[src/rtl/rrf_alloc_ctrl_pkg.sv]
`default_nettype none
// ============================================================================
// rrf_alloc_ctrl_pkg : shared constants for the rename register file sequencer
// Revision: 1.0
// ============================================================================
package rrf_alloc_ctrl_pkg;

    localparam int RRF_NUM_DEF = 64;
    localparam int RRF_SEL_DEF = 6;
    localparam int DATA_LEN    = 32;
    localparam int DISP_WIDTH  = 2;

endpackage : rrf_alloc_ctrl_pkg
`default_nettype wire

[src/rtl/rrf_alloc_ctrl_ptr_add.sv]
`default_nettype none
// ============================================================================
// rrf_alloc_ctrl_ptr_add : ring pointer advance by 0..3, wrapping mod 2**SEL
// Revision: 1.0
// ============================================================================
module rrf_alloc_ctrl_ptr_add #(
    parameter int SEL = 6
) (
    input  logic [SEL-1:0] ptr,
    input  logic [1:0]     inc,
    output logic [SEL-1:0] sum
);

    assign sum = ptr + SEL'(inc);

endmodule : rrf_alloc_ctrl_ptr_add
`default_nettype wire

[src/rtl/rrf_alloc_ctrl.sv]
`default_nettype none
// ============================================================================
// rrf_alloc_ctrl : in-order RRF tag allocation / commit release sequencer
// Revision: 1.0
// ============================================================================
module rrf_alloc_ctrl
    import rrf_alloc_ctrl_pkg::*;
#(
    parameter int RRF_NUM = RRF_NUM_DEF,
    parameter int RRF_SEL = RRF_SEL_DEF
) (
    input  logic               clk_i,
    input  logic               reset_n_i,
    input  logic               dispatch_valid_i,
    input  logic [1:0]         req_num_i,
    output logic               stall_o,
    output logic               alloc_en0_o,
    output logic [RRF_SEL-1:0] alloc_tag0_o,
    output logic               alloc_en1_o,
    output logic [RRF_SEL-1:0] alloc_tag1_o,
    input  logic [1:0]         com_num_i,
    output logic [RRF_SEL-1:0] com_tag0_o,
    output logic [RRF_SEL-1:0] com_tag1_o,
    input  logic               flush_i,
    input  logic [RRF_SEL-1:0] flush_branch_tag_i,
    output logic [RRF_SEL:0]   freenum_o
);

    localparam logic [RRF_SEL:0] NUM_W = (RRF_SEL+1)'(RRF_NUM);

    logic [RRF_SEL-1:0] alloc_ptr;
    logic [RRF_SEL-1:0] com_ptr;
    logic [RRF_SEL:0]   freenum;

    logic [RRF_SEL-1:0] alloc_ptr_inc;
    logic [RRF_SEL-1:0] alloc_ptr_adv;
    logic [RRF_SEL-1:0] com_ptr_inc;
    logic [RRF_SEL-1:0] com_ptr_n;
    logic [RRF_SEL-1:0] flush_ptr;
    logic [RRF_SEL-1:0] flush_span;
    logic [RRF_SEL-1:0] branch_dist;
    logic [RRF_SEL:0]   occ;
    logic [RRF_SEL:0]   freenum_next;
    logic               stall;
    logic               acc;
    logic [1:0]         alloc_count;

    rrf_alloc_ctrl_ptr_add #(.SEL(RRF_SEL)) u_alloc_inc (
        .ptr(alloc_ptr), .inc(2'd1), .sum(alloc_ptr_inc));
    rrf_alloc_ctrl_ptr_add #(.SEL(RRF_SEL)) u_alloc_adv (
        .ptr(alloc_ptr), .inc(alloc_count), .sum(alloc_ptr_adv));
    rrf_alloc_ctrl_ptr_add #(.SEL(RRF_SEL)) u_com_inc (
        .ptr(com_ptr), .inc(2'd1), .sum(com_ptr_inc));
    rrf_alloc_ctrl_ptr_add #(.SEL(RRF_SEL)) u_com_adv (
        .ptr(com_ptr), .inc(com_num_i), .sum(com_ptr_n));
    rrf_alloc_ctrl_ptr_add #(.SEL(RRF_SEL)) u_flush_inc (
        .ptr(flush_branch_tag_i), .inc(2'd1), .sum(flush_ptr));

    // Stall sees only the registered count; same-cycle frees help next cycle.
    // Gating with reset_n_i keeps the allocate enables quiet while in reset.
    always_comb begin
        stall       = reset_n_i & dispatch_valid_i & ~flush_i
                    & (freenum < (RRF_SEL+1)'(req_num_i));
        acc         = reset_n_i & dispatch_valid_i & ~flush_i & ~stall;
        alloc_count = acc ? req_num_i : 2'd0;
    end

    // Recovery rebuilds the free count from the surviving window length.
    always_comb begin
        flush_span = flush_branch_tag_i - com_ptr_n;
        occ        = {1'b0, flush_span} + (RRF_SEL+1)'(1);
        if (flush_i) begin
            freenum_next = NUM_W - occ;
        end else begin
            freenum_next = freenum - (RRF_SEL+1)'(alloc_count)
                         + (RRF_SEL+1)'(com_num_i);
        end
    end

    always_ff @(posedge clk_i or negedge reset_n_i) begin
        if (!reset_n_i) begin
            alloc_ptr <= '0;
            com_ptr   <= '0;
            freenum   <= NUM_W;
        end else begin
            alloc_ptr <= flush_i ? flush_ptr : alloc_ptr_adv;
            com_ptr   <= com_ptr_n;
            freenum   <= freenum_next;
        end
    end

    assign stall_o      = stall;
    assign alloc_en0_o  = acc & (req_num_i >= 2'd1);
    assign alloc_en1_o  = acc & (req_num_i == 2'd2);
    assign alloc_tag0_o = alloc_ptr;
    assign alloc_tag1_o = alloc_ptr_inc;
    assign com_tag0_o   = com_ptr;
    assign com_tag1_o   = com_ptr_inc;
    assign freenum_o    = freenum;

    assign branch_dist = flush_branch_tag_i - com_ptr;

    a_req_legal : assert property (@(posedge clk_i) disable iff (!reset_n_i)
        dispatch_valid_i |-> (req_num_i != 2'd3));
    a_com_bound : assert property (@(posedge clk_i) disable iff (!reset_n_i)
        (RRF_SEL+1)'(com_num_i) <= (NUM_W - freenum));
    a_branch_live : assert property (@(posedge clk_i) disable iff (!reset_n_i)
        flush_i |-> ((com_num_i == 2'd0) || (branch_dist >= RRF_SEL'(com_num_i))));

endmodule : rrf_alloc_ctrl
`default_nettype wire
[config.mk]
export PLATFORM = sky130hd
export DESIGN_NAME = rrf_alloc_ctrl
export DESIGN_NICKNAME = d
export VERILOG_FILES = /design/src/rtl/rrf_alloc_ctrl_pkg.sv /design/src/rtl/rrf_alloc_ctrl_ptr_add.sv /design/src/rtl/rrf_alloc_ctrl.sv
export SDC_FILE = /design/constraint.sdc
export NUM_CORES = 1
export LEC_CHECK = 0
export CAP_MARGIN = 20
export CORE_MARGIN = 2
export CORE_UTILIZATION = 40
export CTS_CLUSTER_SIZE = 40
export DETAILED_ROUTE_END_ITERATION = 8
export PLACE_DENSITY = 0.69
export SLEW_MARGIN = 30
export SYNTH_ARGS = -nofsm -noshare
export SYNTH_HDL_FRONTEND = slang
export SYNTH_SLANG_ARGS = --single-unit
[constraint.sdc]
create_clock -name clk_i -period 4.62 [get_ports clk_i]
set_input_delay 0.924 -clock clk_i [delete_from_list [all_inputs] [get_ports clk_i]]
set_output_delay 0.924 -clock clk_i [all_outputs]
set_load 0.01 [all_outputs]
# Yosys cells after proc, flatten, opt, wreduce, memory -nomap -nowiden
# Cells that the tools add are included.
op_classes:
  n_eq_ne: 1
  n_reduce_logical: 0
  shifts: 0
  n_addsub: 10
  div: 0
  multipliers: 0
  n_bitwise: 8
  order_cmp: 2
  n_mux: 3
op_table:
  columns: ["cell", "count"]
  rows:
  - ["$add A6 B1 Y6 const B", 3]
  - ["$add A6 B2 Y6", 2]
  - ["$add A6 B1 Y7 const B", 1]
  - ["$add A7 B2 Y7", 1]
  - ["$lt A7 B2 Y1", 1]
  - ["$mux W7", 1]
  - ["$sub A7 B2 Y7", 1]
  - ["$sub A7 B7 Y7 const A", 1]
  - ["$and A1 B1 Y1", 6]
  - ["$mux W6", 1]
  - ["$sub A6 B6 Y6", 1]
  - ["$eq A2 B2 Y1 const B", 1]
  - ["$ge A2 B1 Y1 const B", 1]
  - ["$mux W2", 1]
  - ["$not A1 Y1", 2]
word_totals:
  mem_count: 0
  latch_bits: 0
  ramBits: 0
  ff_bits: 19
  rom_bits: 0

# Logic depth before layout (Yosys ltp)
# Gate-level depths: netlist of run 1.
depth:
  depth_word: 9
  depth_mapped: 15
  depth_no_buf: 15

# Hierarchy
# From an unflattened synthesis of run 1, not the netlist that was laid out.
hier_totals:
  cells_unflattened: 179
  hier_area_um2: 1783.0
by_module_without_submodules:
  columns: ["module", "area_per_inst_um2", "seq_area_each_um2", "n_inst", "cells_per_inst"]
  rows:
  - ["rrf_alloc_ctrl", 1270.0, 476.7, 1, 124]
  - ["rrf_alloc_ctrl_ptr_add", 102.6, 0.0, 5, 11]

# Worst setup path before layout of run 1
# No wires, ideal clock.
synth_path:
  kind: "input to register"
  from: "input req_num_i[1]"
  to: "register freenum[6], in the netlist freenum_o[6]"
  cell_stages: 15
  slack_ns: 0.854
  required_time_ns: 4.556
  path_buffers: 0
  arrival_time_ns: 3.701
  setup_ns: 0.064
  path_cell_list: "inv_1 ha_1 a211o_1 a21oi_1 nor3_1 and2_1 ha_1 inv_1 ha_1 fa_1 a21o_1 a21oi_2 o21bai_1 or4_1 nand3_1"
synth_via:
  elab_chain_cells: 8
synth_lines:
  columns: ["element", "line_no", "text"]
  rows:
  - ["start, declared", "rrf_alloc_ctrl.sv:15", "input logic [1:0] req_num_i,"]
  - ["$lt A7 B2 Y1", "rrf_alloc_ctrl.sv:63", "& (freenum < (RRF_SEL+1)'(req_num_i));"]
  - ["$and A1 B1 Y1", "rrf_alloc_ctrl.sv:63", null]
  - ["$not A1 Y1", "rrf_alloc_ctrl.sv:64", "acc = reset_n_i & dispatch_valid_i & ~flush_i & ~stall;"]
  - ["$and A1 B1 Y1", "rrf_alloc_ctrl.sv:64", null]
  - ["$mux W2 *", "rrf_alloc_ctrl.sv:65", "alloc_count = acc ? req_num_i : 2'd0;"]
  - ["$sub A7 B2 Y7 *", "rrf_alloc_ctrl.sv:75", "freenum_next = freenum - (RRF_SEL+1)'(alloc_count)"]
  - ["$add A7 B2 Y7 *", "rrf_alloc_ctrl.sv:76", "+ (RRF_SEL+1)'(com_num_i);"]
  - ["$mux W7 *", "rrf_alloc_ctrl.sv:72", "if (flush_i) begin"]
  - ["net freenum_next[6]", "rrf_alloc_ctrl.sv:43", "logic [RRF_SEL:0] freenum_next;"]
  - ["end signal, assigned", "rrf_alloc_ctrl.sv:88", "freenum <= freenum_next;"]
  - ["end, declared", "rrf_alloc_ctrl.sv:33", "logic [RRF_SEL:0] freenum;"]
# Mark *: on every way through the listed nets, which the timed path passes. The rest lies on a longest branch.

# Final worst setup path of run 1
# Same ends and word-level chain as after synthesis.

==> results of run 1 <==
critical path, delay by kind of cell:
family                   cells  cell delay, ns
adder cells (fa/ha/maj)      3            1.22
AO/OA/AOI/OAI                5            0.96
buffers and inverters        4            0.76
AND/OR/NAND/NOR              3            0.57
layer usage:
layer,vias up,share of wire [%]
met1,626,48
met4,0,0.94
met3,5,3.7
li1,703,-
met5,-,0
met2,27,47
kinds of logic (layout without fill, tap and decap cells):
kind of cell | Yosys count | count (layout) | synth area share [%]
compound gates | 29 | 29 | 10.7
xor+xnor | 28 | 28 | 15.2
fa+ha+maj | 28 | 28 | 22.8
buf+inv | 32 | 81 | 7.14
flops | 19 | 19 | 28.0
mux | 4 | 4 | 2.58
simple gates | 44 | 44 | 13.5
path summary, 6_finish.rpt:
kind / cells after the start / to / slack, ns / start
min reg2reg: 1 / com_tag0_o[5] / 0.54 / com_tag0_o[5]
max in group asynchronous: 2 / freenum_o[6] / 3.23 / reset_n_i
min in group asynchronous: 2 / com_tag0_o[1] / 1.13 / reset_n_i
max reg2reg: 13 / freenum_o[6] / 1.18 / freenum_o[1]
min: 1 / com_tag0_o[5] / 0.54 / com_tag0_o[5]
max: 15 / freenum_o[6] / 0.39 / req_num_i[1]
layout make-up:
type                       instances  area [µm²]
timing repair buffer              50         493
multi-input combinational        133        1100
inverter                          27         101
clock inverter                     1        5.00
clock buffer                       3        41.3
tap                               50        62.6
sequential                        19         477
fill                             392        1780
report_power, final:
| part | total (mW) | switching [mW] | internal [mW] |
|---|---|---|---|
| registers | 0.331 | 0.0903 | 0.241 |
| clock network | 0.116 | 0.0556 | 0.0600 |
| logic | 1.06 | 0.487 | 0.573 |
| total | 1.51 | 0.633 | 0.874 |
per-stage QoR:
step           instances  cell area (µm²)  hold slack (ns)
5_1_grt              283             2280            0.604
3_5_place_dp         279             2240            0.535
4_1_cts              283             2280            0.545
6_report             283             2280            0.543
2_1_floorplan        184             1700            0.557
3_3_place_gp         279             2240            0.533
cells in the final DEF (no fill, tap or decap), drive strengths merged:
cell type,count
clkdlybuf4s50,47
inv,27
ha,23
dfrtp,18
xor2,15
xnor2,12
nand2,10
nor2,10
nand3,10
a21oi,10
a21o,5
o21ai,5
fa,5
mux2,3
clkbuf,3
buf,3
nor2b,3
nor4,2
o21bai,2
o21a,2
a31oi,2
nand4,2
nand2b,1
a211o,1
nor3,1
and2,1
a211oi,1
xnor3,1
o31ai,1
mux2i,1
or3b,1
or2,1
nor3b,1
or4,1
clkinv,1
dfstp,1
registers in the layout (all words and copies together) (netlist names):
signal and flops:
freenum_o 7, alloc_tag0_o 6, com_tag0_o 6
==> qor.yml, run 1 <==
outcome:
  outcome: "completed"
logic_synthesis:
  yosysWarningCount: 0
  synth_top_cells_by_count: "27 x inv_1, 23 x ha_1, 18 x dfrtp_1, 15 x xor2_1, 12 x xnor2_1"
  count_of_flip_flops_with_a_built_in_enable_after_synthesis: 0
  syn_avg_cell_area_um2: 9.24
  synth_cell_types: 37
  synth-seq-cells: 19
  post_synth_inst_count: 184
  post_synthesis_cell_area_um2: 1700
  post_synth_main_area_contributors: "dfrtp_1 26%, ha_1 17%, xor2_1 7.7%, xnor2_1 6.2%, inv_1 6.0%"
  mappedNetlistNets: 226
  most_common_cell_in_the_synthesized_netlist: "inv_1"
  asyncSetResetFlopFracSynth_pct: 100
  ys_seq_area_share_pct: 28.0
  synth_top_flop_cell: "dfrtp_1"
  synth_top_cell_by_area: "dfrtp_1"
  netlist.area_leader.share_pct: 26.5
setup_path:
  crit_path_top_delay_cell: "clkdlybuf4s50_1"
  worstPathCellList: "clkdlybuf4s50_1 > inv_1 > ha_1 > a211o_1 > a21oi_1 > nor4_1 > buf_4 > fa_1 > inv_1 > fa_1 > a21o_1 > a21oi_2 > o21bai_1 > or4_1 > nand3_1"
  worstPathMaxFanout: 4
  crit_type: "input pin to register"
  critical_path.startpoint_type: "input pin"
  timing.critical_path.to_type: "register"
  cp.arrival_ns: 4.43
  max_stage_delay_ns: 0.48
  cp_data_required_time_ns: 4.82
power:
  power_leakage_nw: 1.07
  peakVddDrop_uv: 396
  power_density_nw_per_um2: 660
  post-layout-total-power_mw: 1.51
grt:
  gr-usage-all-layers_pct: 16.3
  grt_antenna_before_repair: 0
  grt.overflow.total: 0
  grt_pass1_vias: 1356
  top_usage_layer: "met2"
  gr-usage-met1_pct: 21.9
  grt_start_max_net_pins: 20
  met2_usage_pct: 27.0
  grtUsageMet3_pct: 3.63
  grt_pass1_wl_um: 6300
floorplanning:
  die_width_um: 69.2
  io_pins: 48
  floorplan.die_area_um2: 4790
  rows: 23
  design.core.area_um2: 4060
  initial_core_util_pct: 41.9
  floorplan.die.height_um: 69.2
route:
  postRouteWirelength_um: 3610
  final_antenna_net_count: 0
  pre_repair_dr_iteration_count: 4
  detail_route.vias_per_cell: 4.81
  first_iteration_detailed_routing_drc_count: 52
  post_drt_wl_per_cell_um: 12.8
  detail_route.drc_violations: 0
  dr_total_vias: 1361
timing:
  final.period_utilization_pct: 91.6
  timing.final.hold_violations: 0
  timing.setup.tns_ns: 0
  finalCriticalPeriod_ns: 4.23
  max_freq_mhz: 236
  final-setup-viol-count: 0
  timing.final.max_slew_violations: 0
  setup_repair_after_global_routing_missed_its_margin: "no"
  max_slew_margin_pct: 78.5
  clock_skew_ns: 0.00206
  setup_ws_ns: 0.388
  timing_worst_slew_pin_value_ns: 0.323
placed_design:
  dpl_worst_slack_ns: 0.133
  globalplace.congestion: 0.787
  numPortBuffers: 47
  detailedPlacementHpwl_um: 3000
clocking:
  cts_max_level: 1
  ctsHoldBuffers: 0
  root_buffer: "clkbuf_8"
  cts.reportedPaths.clkPinSlew_ns: 0.07
  postCtsResizedCells: 0
  clkLatencyLatePin_ns: 0.26
  postCtsSetupBuffers: 0
  tritoncts: "done"
  number_of_buffers_added_by_the_clock_tree_synthesis_step: 3
  clkSinkCount: 19
  clock_tree.buffer_depth: 2
layout:
  area_added_between_synthesis_and_finish_pct: 34.2
  finalCoreUtilization_pct: 56.2
  post_route_cells_drive_above_1_share_pct: 6.87
  num-nets-final: 276
  insertedDiodeCount: 0
run:
  max-cap-violations: 0
hold_path:
  hold_class: "register to register"
Note: power is estimated with default switching activity, not from simulation.
==> inputs of run 2 (changes only) <==
--- a/config.mk
+++ b/config.mk
@@ -10,7 +10,7 @@
 export CORE_UTILIZATION = 40
 export CTS_CLUSTER_SIZE = 40
 export DETAILED_ROUTE_END_ITERATION = 8
-export PLACE_DENSITY = 0.69
+export PLACE_DENSITY = 0.75
 export SLEW_MARGIN = 30
 export SYNTH_ARGS = -nofsm -noshare
 export SYNTH_HDL_FRONTEND = slang
==> run 2 against run 1 <==
Count of clock-buffer cells in the layout unchanged. Clock skew increased by 0.0018 ns. Combinational power about the same. Via count increased by 2.4%. Power decreased by 0.23%. Worst hold slack improved by 0.0029 ns. Global-route usage increased by 0.14 points. Core utilization unchanged. Sequential power about the same. First-iteration DRC count increased by 27%. Sequential share of layout area unchanged. Largest cell class unchanged. Critical endpoint unchanged. Non-clock buffer count unchanged.
==> qor.yml, run 2 (synthesized netlist as in run 1, its figures left out) <==
timing:
  finalCriticalPeriod_ns: 4.23  # +0.00233 ns
  max_freq_mhz: 236  # about the same
  timing.final.hold_violations: 0  # unchanged
  timing_worst_slew_pin_value_ns: 0.320  # -0.00284 ns
  setup_repair_after_global_routing_missed_its_margin: "no"
  final-setup-viol-count: 0  # unchanged
  timing.hold.ws_ns: 0.546  # +0.00292 ns
  max_slew_margin_pct: 78.7  # +0.19 points
  timing.final.max_slew_violations: 0  # unchanged
  timing.setup.tns_ns: 0  # unchanged
  clock_skew_ns: 0.00390  # +0.00184 ns
  setup_ws_ns: 0.385  # -0.00233 ns
  final.period_utilization_pct: 91.7  # about the same
floorplanning:
  floorplan.die.height_um: 69.2  # unchanged
  io_pins: 48  # unchanged
  initial_core_util_pct: 41.9  # unchanged
  design.core.area_um2: 4060  # unchanged
  die_width_um: 69.2  # unchanged
  floorplan.die_area_um2: 4790  # unchanged
  rows: 23  # unchanged
route:
  postRouteWirelength_um: 3630  # +0.58%
  detail_route.drc_violations: 0  # unchanged
  post_drt_wl_per_cell_um: 12.8  # +0.58%
  final_antenna_net_count: 0  # unchanged
  dr_total_vias: 1394  # +2.4%
  first_iteration_detailed_routing_drc_count: 66  # +27%
  detail_route.vias_per_cell: 4.93  # +2.4%
  pre_repair_dr_iteration_count: 4  # unchanged
setup_path:
  crit_path_top_delay_cell: "clkdlybuf4s50_1"
  rr_endpoint: "freenum_o[6]"
  cp.arrival_ns: 4.44  # about the same
  cp_data_required_time_ns: 4.82  # about the same
  critical-path-top-delay-family: "adder cells"
  worst-r2r-setup-slack_ns: 1.21  # +0.03 ns
  crit_type: "input pin to register"
  r2r_start: "freenum_o[1]"
  r2r.worst_path.cells: 13  # unchanged
  worstPathMaxFanout: 4  # unchanged
  critical_path.startpoint_type: "input pin"
  worst-path-buf-inv: 4  # unchanged
  max_stage_delay_ns: 0.49  # about the same
  timing.critical_path.to_type: "register"
  worstPathCellList: "clkdlybuf4s50_1 > inv_1 > ha_1 > a211o_1 > a21oi_1 > nor4_1 > buf_4 > fa_1 > inv_1 > fa_1 > a21o_1 > a21oi_2 > o21bai_1 > or4_1 > nand3_1"
power:
  power.share.clock_pct: 7.8  # about the same
  power_leakage_nw: 1.07  # unchanged
  comb_power_share_pct: 70.0  # -0.3 points
  power_density_nw_per_um2: 659  # -0.23%
  peakVddDrop_uv: 393  # -0.65%
  power.share.switching_pct: 41.9  # -0.062 points
  p_seq_share_pct: 22.2  # +0.2 points
  internal-power_uw: 873  # -0.12%
  switchingPower_uw: 630  # -0.38%
layout:
  num-nets-final: 276  # unchanged
  insertedDiodeCount: 0  # unchanged
  leading_cell_types_in_the_layout_fill_and_taps_excluded: "47 x clkdlybuf4s50_1, 27 x inv_1, 23 x ha_1"
  post_route_cells_drive_above_1_share_pct: 6.87  # unchanged
  finalNonFillerCells: 283  # unchanged
  design_area_um2: 2280  # unchanged
  area_added_between_synthesis_and_finish_pct: 34.2  # unchanged
  largest_register_ffs: 7  # unchanged
  layout.cells.most_common: "clkdlybuf4s50_1"
placed_design:
  detailedPlacementHpwl_um: 2960  # -1.4%
  globalplace.congestion: 0.839  # +6.6%
  placed_cells_incl_taps: 279  # unchanged
  numPortBuffers: 47  # unchanged
  place_area_um2: 2240  # unchanged
  dpl_worst_slack_ns: 0.101  # -0.0319 ns
grt:
  grt.overflow.total: 0  # unchanged
  grt_pass1_wl_um: 6400  # +1.5%
  grt_pass1_vias: 1343  # -0.96%
  grt_antenna_before_repair: 0  # unchanged
  gr-usage-all-layers_pct: 16.4  # +0.14 points
  grt_start_max_net_pins: 20  # unchanged
hold_path:
  timing.hold.worst_path_depth: 1  # unchanged
  min-delay-start: "com_tag0_o[5]"
  end_point_of_the_worst_hold_path: "com_tag0_o[5]"
  hold_class: "register to register"
clocking:
  number_of_buffers_added_by_the_clock_tree_synthesis_step: 3  # unchanged
  postCtsResizedCells: 0  # unchanged
  clkSinkCount: 19  # unchanged
  cts.reportedPaths.clkPinSlew_ns: 0.07  # about the same
  postCtsSetupBuffers: 0  # unchanged
  root_buffer: "clkbuf_8"
  clock_tree.buffer_depth: 2  # unchanged
  clkLatencyLatePin_ns: 0.26  # about the same
  tritoncts: "done"
  ctsHoldBuffers: 0  # unchanged
  cts_max_level: 1  # unchanged
outcome:
  outcome: "completed"
run:
  max-cap-violations: 0  # unchanged
-- run 2: cell counts in the layout (fill, tap and decap cells not counted) --
No cell type changed its count.
-- run 2: final cells by class --
cell class                      count  area [µm²]
Fill cell                         374        1780
Inverter                           27         101
Clock inverter                      1        5.00
Multi-Input combinational cell    133        1100
Clock buffer                        3        41.3
Tap cell                           50        62.6
Timing Repair Buffer               50         493
Sequential cell                    19         477
-- run 2: power groups by stage --
stage,clock network [mW],logic [mW],registers (mW)
finish,0.118,1.05,0.333
global route,0.131,1.17,0.346
CTS,0.121,1.07,0.334
detailed placement,0,1.06,0.336
global placement,0,1.04,0.336
floorplan,0,0.668,0.340
-- run 2: metrics by stage --
stage	utilization [%]	total power, mW
after floorplan	-	1.01
after global placement	55.1	1.38
after detailed placement	55.1	1.39
after CTS	56.2	1.52
after global routing	56.2	1.65
final	56.2	1.50
-- run 2: worst max-delay path by stage --
| stage | start | endpoint | slack [ns] | cells past startpoint |
|---|---|---|---|---|
| floorplan | req_num_i[1] | freenum_o[6] | 0.85 | 15 |
| global placement | req_num_i[1] | freenum_o[6] | 0.21 | 15 |
| detailed placement | req_num_i[1] | freenum_o[6] | 0.10 | 15 |
| CTS | req_num_i[1] | freenum_o[6] | 0.38 | 15 |
| global route | req_num_i[1] | freenum_o[6] | 0.19 | 16 |
| finish | req_num_i[1] | freenum_o[6] | 0.39 | 15 |
-- run 2: routing by layer --
metal	track usage [%]	vias up	wire, µm
met2	26.9	28	1760
met3	4.65	4	147
li1	-	707	-
met1	22.0	655	1700
met5	0	-	0
met4	2.83	0	25
==> inputs of run 3 (changes only) <==
--- a/config.mk
+++ b/config.mk
@@ -10,8 +10,10 @@
 export CORE_UTILIZATION = 40
 export CTS_CLUSTER_SIZE = 40
 export DETAILED_ROUTE_END_ITERATION = 8
-export PLACE_DENSITY = 0.75
+export DONT_BUFFER_PORTS = 1
+export PLACE_DENSITY = 0.6
 export SLEW_MARGIN = 30
 export SYNTH_ARGS = -nofsm -noshare
 export SYNTH_HDL_FRONTEND = slang
+export SYNTH_HIERARCHICAL = 1
 export SYNTH_SLANG_ARGS = --single-unit
==> run 3 against run 2 <==
Count of clock-buffer cells in the layout unchanged. Synthesized cell count down 2.7%. Worst setup slack better by 0.48 ns. Critical path type unchanged. Sequential share of layout area up 4.0 points. Sequential power up 14%. Design area down 16%. Cell count down 15%. Global-route usage down 1.3 points. Clock power about the same. Wire length down 3.1%. Die area up 4.6%.
==> qor.yml, run 3 <==
logic_synthesis:
  post_synth_main_area_contributors: "dfrtp_1 25%, ha_1 18%, xnor2_1 9.3%, fa_1 9.0%, inv_1 4.4%"
  netlist.area_leader.share_pct: 25.3  # -1.2 points
  synth-seq-cells: 19  # unchanged
  count_of_flip_flops_with_a_built_in_enable_after_synthesis: 0  # unchanged
  yosysWarningCount: 6  # +6
  post_synthesis_cell_area_um2: 1780  # +4.9%
  synth_top_cell_by_area: "dfrtp_1"
  most_common_cell_in_the_synthesized_netlist: "ha_1"
  synth_top_flop_cell: "dfrtp_1"
  ys_seq_area_share_pct: 26.7  # -1.3 points
  synth_cell_types: 36  # -2.7%
  synth_top_cells_by_count: "26 x ha_1, 21 x inv_1, 19 x xnor2_1, 18 x dfrtp_1, 10 x nand2_1"
  syn_avg_cell_area_um2: 9.96  # +7.8%
  post_synth_inst_count: 179  # -2.7%
  asyncSetResetFlopFracSynth_pct: 100  # unchanged
timing:
  final.period_utilization_pct: 81.2  # -10 points
  timing.hold.ws_ns: 0.346  # -0.200 ns
  timing.final.max_slew_violations: 0  # unchanged
  final-setup-viol-count: 0  # unchanged
  max_slew_margin_pct: 50.5  # -28 points
  timing.setup.tns_ns: 0  # unchanged
  finalCriticalPeriod_ns: 3.75  # -0.484 ns
  setup_ws_ns: 0.870  # +0.484 ns
  setup_repair_after_global_routing_missed_its_margin: "no"
  clock_skew_ns: 0.00661  # +0.00271 ns
  timing.final.hold_violations: 0  # unchanged
  max_freq_mhz: 267  # +13%
  timing_worst_slew_pin_value_ns: 0.735  # +0.416 ns
layout:
  finalNonFillerCells: 240  # -15%
  num-nets-final: 237  # -14%
  post_route_cells_drive_above_1_share_pct: 7.45  # +0.58 points
  leading_cell_types_in_the_layout_fill_and_taps_excluded: "26 x ha_1, 21 x inv_1, 19 x xnor2_1"
  finalCoreUtilization_pct: 44.2  # -12 points
  multi_input_area_um2: 1240  # +13%
  area_added_between_synthesis_and_finish_pct: 7.23
  insertedDiodeCount: 0  # unchanged
  layout.cells.most_common: "ha_1"
  register_area_um2: 477  # unchanged
  final.fill_count: 458  # +22%
  largest_register_ffs: 7  # unchanged
power:
  power_leakage_nw: 0.922  # -13%
  power_density_nw_per_um2: 693  # +5.3%
  peakVddDrop_uv: 259  # -34%
placed_design:
  numPortBuffers: 0  # -100%
  dpl_worst_slack_ns: 0.591  # +0.490 ns
  globalplace.congestion: 0.772  # -8.0%
  detailedPlacementHpwl_um: 2830  # -4.3%
  placed_cells_incl_taps: 236  # -15%
grt:
  grt_pass1_wl_um: 6060  # -5.3%
  gr-usage-all-layers_pct: 15.1  # -1.3 points
  grt_start_max_net_pins: 21  # +5.0%
  grt_antenna_before_repair: 0  # unchanged
  grt.overflow.total: 0  # unchanged
  grt_pass1_vias: 1274  # -5.1%
clocking:
  clkLatencyLatePin_ns: 0.26  # about the same
  cts_max_level: 1  # unchanged
  postCtsResizedCells: 0  # unchanged
  postCtsSetupBuffers: 0  # unchanged
  ctsHoldBuffers: 0  # unchanged
  tritoncts: "done"
  clkSinkCount: 19  # unchanged
  number_of_buffers_added_by_the_clock_tree_synthesis_step: 3  # unchanged
  clock_tree.buffer_depth: 2  # unchanged
  root_buffer: "clkbuf_8"
  cts.reportedPaths.clkPinSlew_ns: 0.08  # about the same
floorplanning:
  floorplan.die_area_um2: 5010  # +4.6%
  floorplan.die.height_um: 70.8  # +2.3%
  io_pins: 48  # unchanged
  initial_core_util_pct: 41.2  # -0.67 points
  rows: 24  # +4.3%
  die_width_um: 70.8  # +2.3%
  design.core.area_um2: 4320  # +6.6%
setup_path:
  r2r_start: "freenum_o[1]"
  cp_data_required_time_ns: 4.77  # -0.05 ns
  worst_setup_path_endpoint: "freenum_o[5]"
  cp.arrival_ns: 3.90  # -0.54 ns
  critical_path.startpoint_type: "input pin"
  rr_endpoint: "freenum_o[5]"
  timing.critical_path.to_type: "register"
  worst_setup_path_startpoint: "req_num_i[1]"
  crit_type: "input pin to register"
  r2r.worst_path.cells: 12  # -1
  worstPathMaxFanout: 4  # unchanged
  worst-r2r-setup-slack_ns: 1.08  # -0.13 ns
route:
  dr_total_vias: 1264  # -9.3%
  first_iteration_detailed_routing_drc_count: 30  # -55%
  final_antenna_net_count: 0  # unchanged
  detail_route.vias_per_cell: 5.27  # +6.9%
  postRouteWirelength_um: 3520  # -3.1%
  pre_repair_dr_iteration_count: 4  # unchanged
  detail_route.drc_violations: 0  # unchanged
  post_drt_wl_per_cell_um: 14.7  # +14%
outcome:
  outcome: "completed"
hold_path:
  hold_class: "input pin to async pin"
run:
  max-cap-violations: 0  # unchanged
## run 3: worst min path at each step
stage / start / end / slack, ns / cells after the start
after floorplan: com_tag0_o[5] / com_tag0_o[5] / 0.58 / 1
after global placement: reset_n_i / freenum_o[4] / 0.63 / 0
after detailed placement: com_tag0_o[5] / com_tag0_o[5] / 0.62 / 1
after CTS: reset_n_i / com_tag0_o[2] / 0.34 / 0
after global routing: reset_n_i / com_tag0_o[2] / 0.32 / 0
final: reset_n_i / alloc_tag0_o[5] / 0.35 / 0
## run 3: power breakdown
group          leakage [nW]  total, mW  internal (mW)  switching [mW]
combinational         0.676      0.826          0.394           0.432
sequential            0.221      0.379          0.242           0.137
clock                0.0255      0.120         0.0601          0.0602
total                 0.922       1.33          0.696           0.630
## run 3: per-layer routing
layer  wire length (µm)  track usage [%]  vias to the layer above
met5                  0                0                        -
met3                200             4.84                        4
met4                 26             3.14                        0
li1                   -                -                      627
met1               1590             19.4                      612
met2               1700             25.2                       21
## run 3: logic make-up after synthesis
logic type / Yosys count / share of synthesized area (%)
AOI/OAI and AO/OA: 31 / 12.4
xor gates and xnor gates: 26 / 12.8
buffers and inverters: 23 / 4.91
and+or+nand+nor: 36 / 10.6
DFF: 19 / 26.7
muxes: 8 / 4.98
adders and majority gates: 34 / 27.2
other: 2 / 0.421
## run 3: stage by stage
step | cell area, µm² | total power, mW
3_5_place_dp | 1870 | 1.21
5_1_grt | 1910 | 1.47
3_3_place_gp | 1870 | 1.21
4_1_cts | 1910 | 1.34
2_1_floorplan | 1810 | 1.06
6_report | 1910 | 1.33
## run 3: area by class of cell
class	count	area share, %
Sequential cell	19	24.9
Clock inverter	1	0.262
Clock buffer	3	2.16
Tap cell	52	3.40
Multi-Input combinational cell	144	65.1
Inverter	21	4.12
## run 3: worst max-delay path, cell delays in order
cell and delay (ns):
inv_1 0.04, ha_1 0.27, a211o_1 0.11, a21oi_1 0.09
nor4_1 0.63, fa_1 0.53, inv_1 0.11, ha_1 0.26
a211oi_1 0.21, nor2_1 0.10, or4_1 0.40, a31oi_1 0.17
nor2_1 0.06
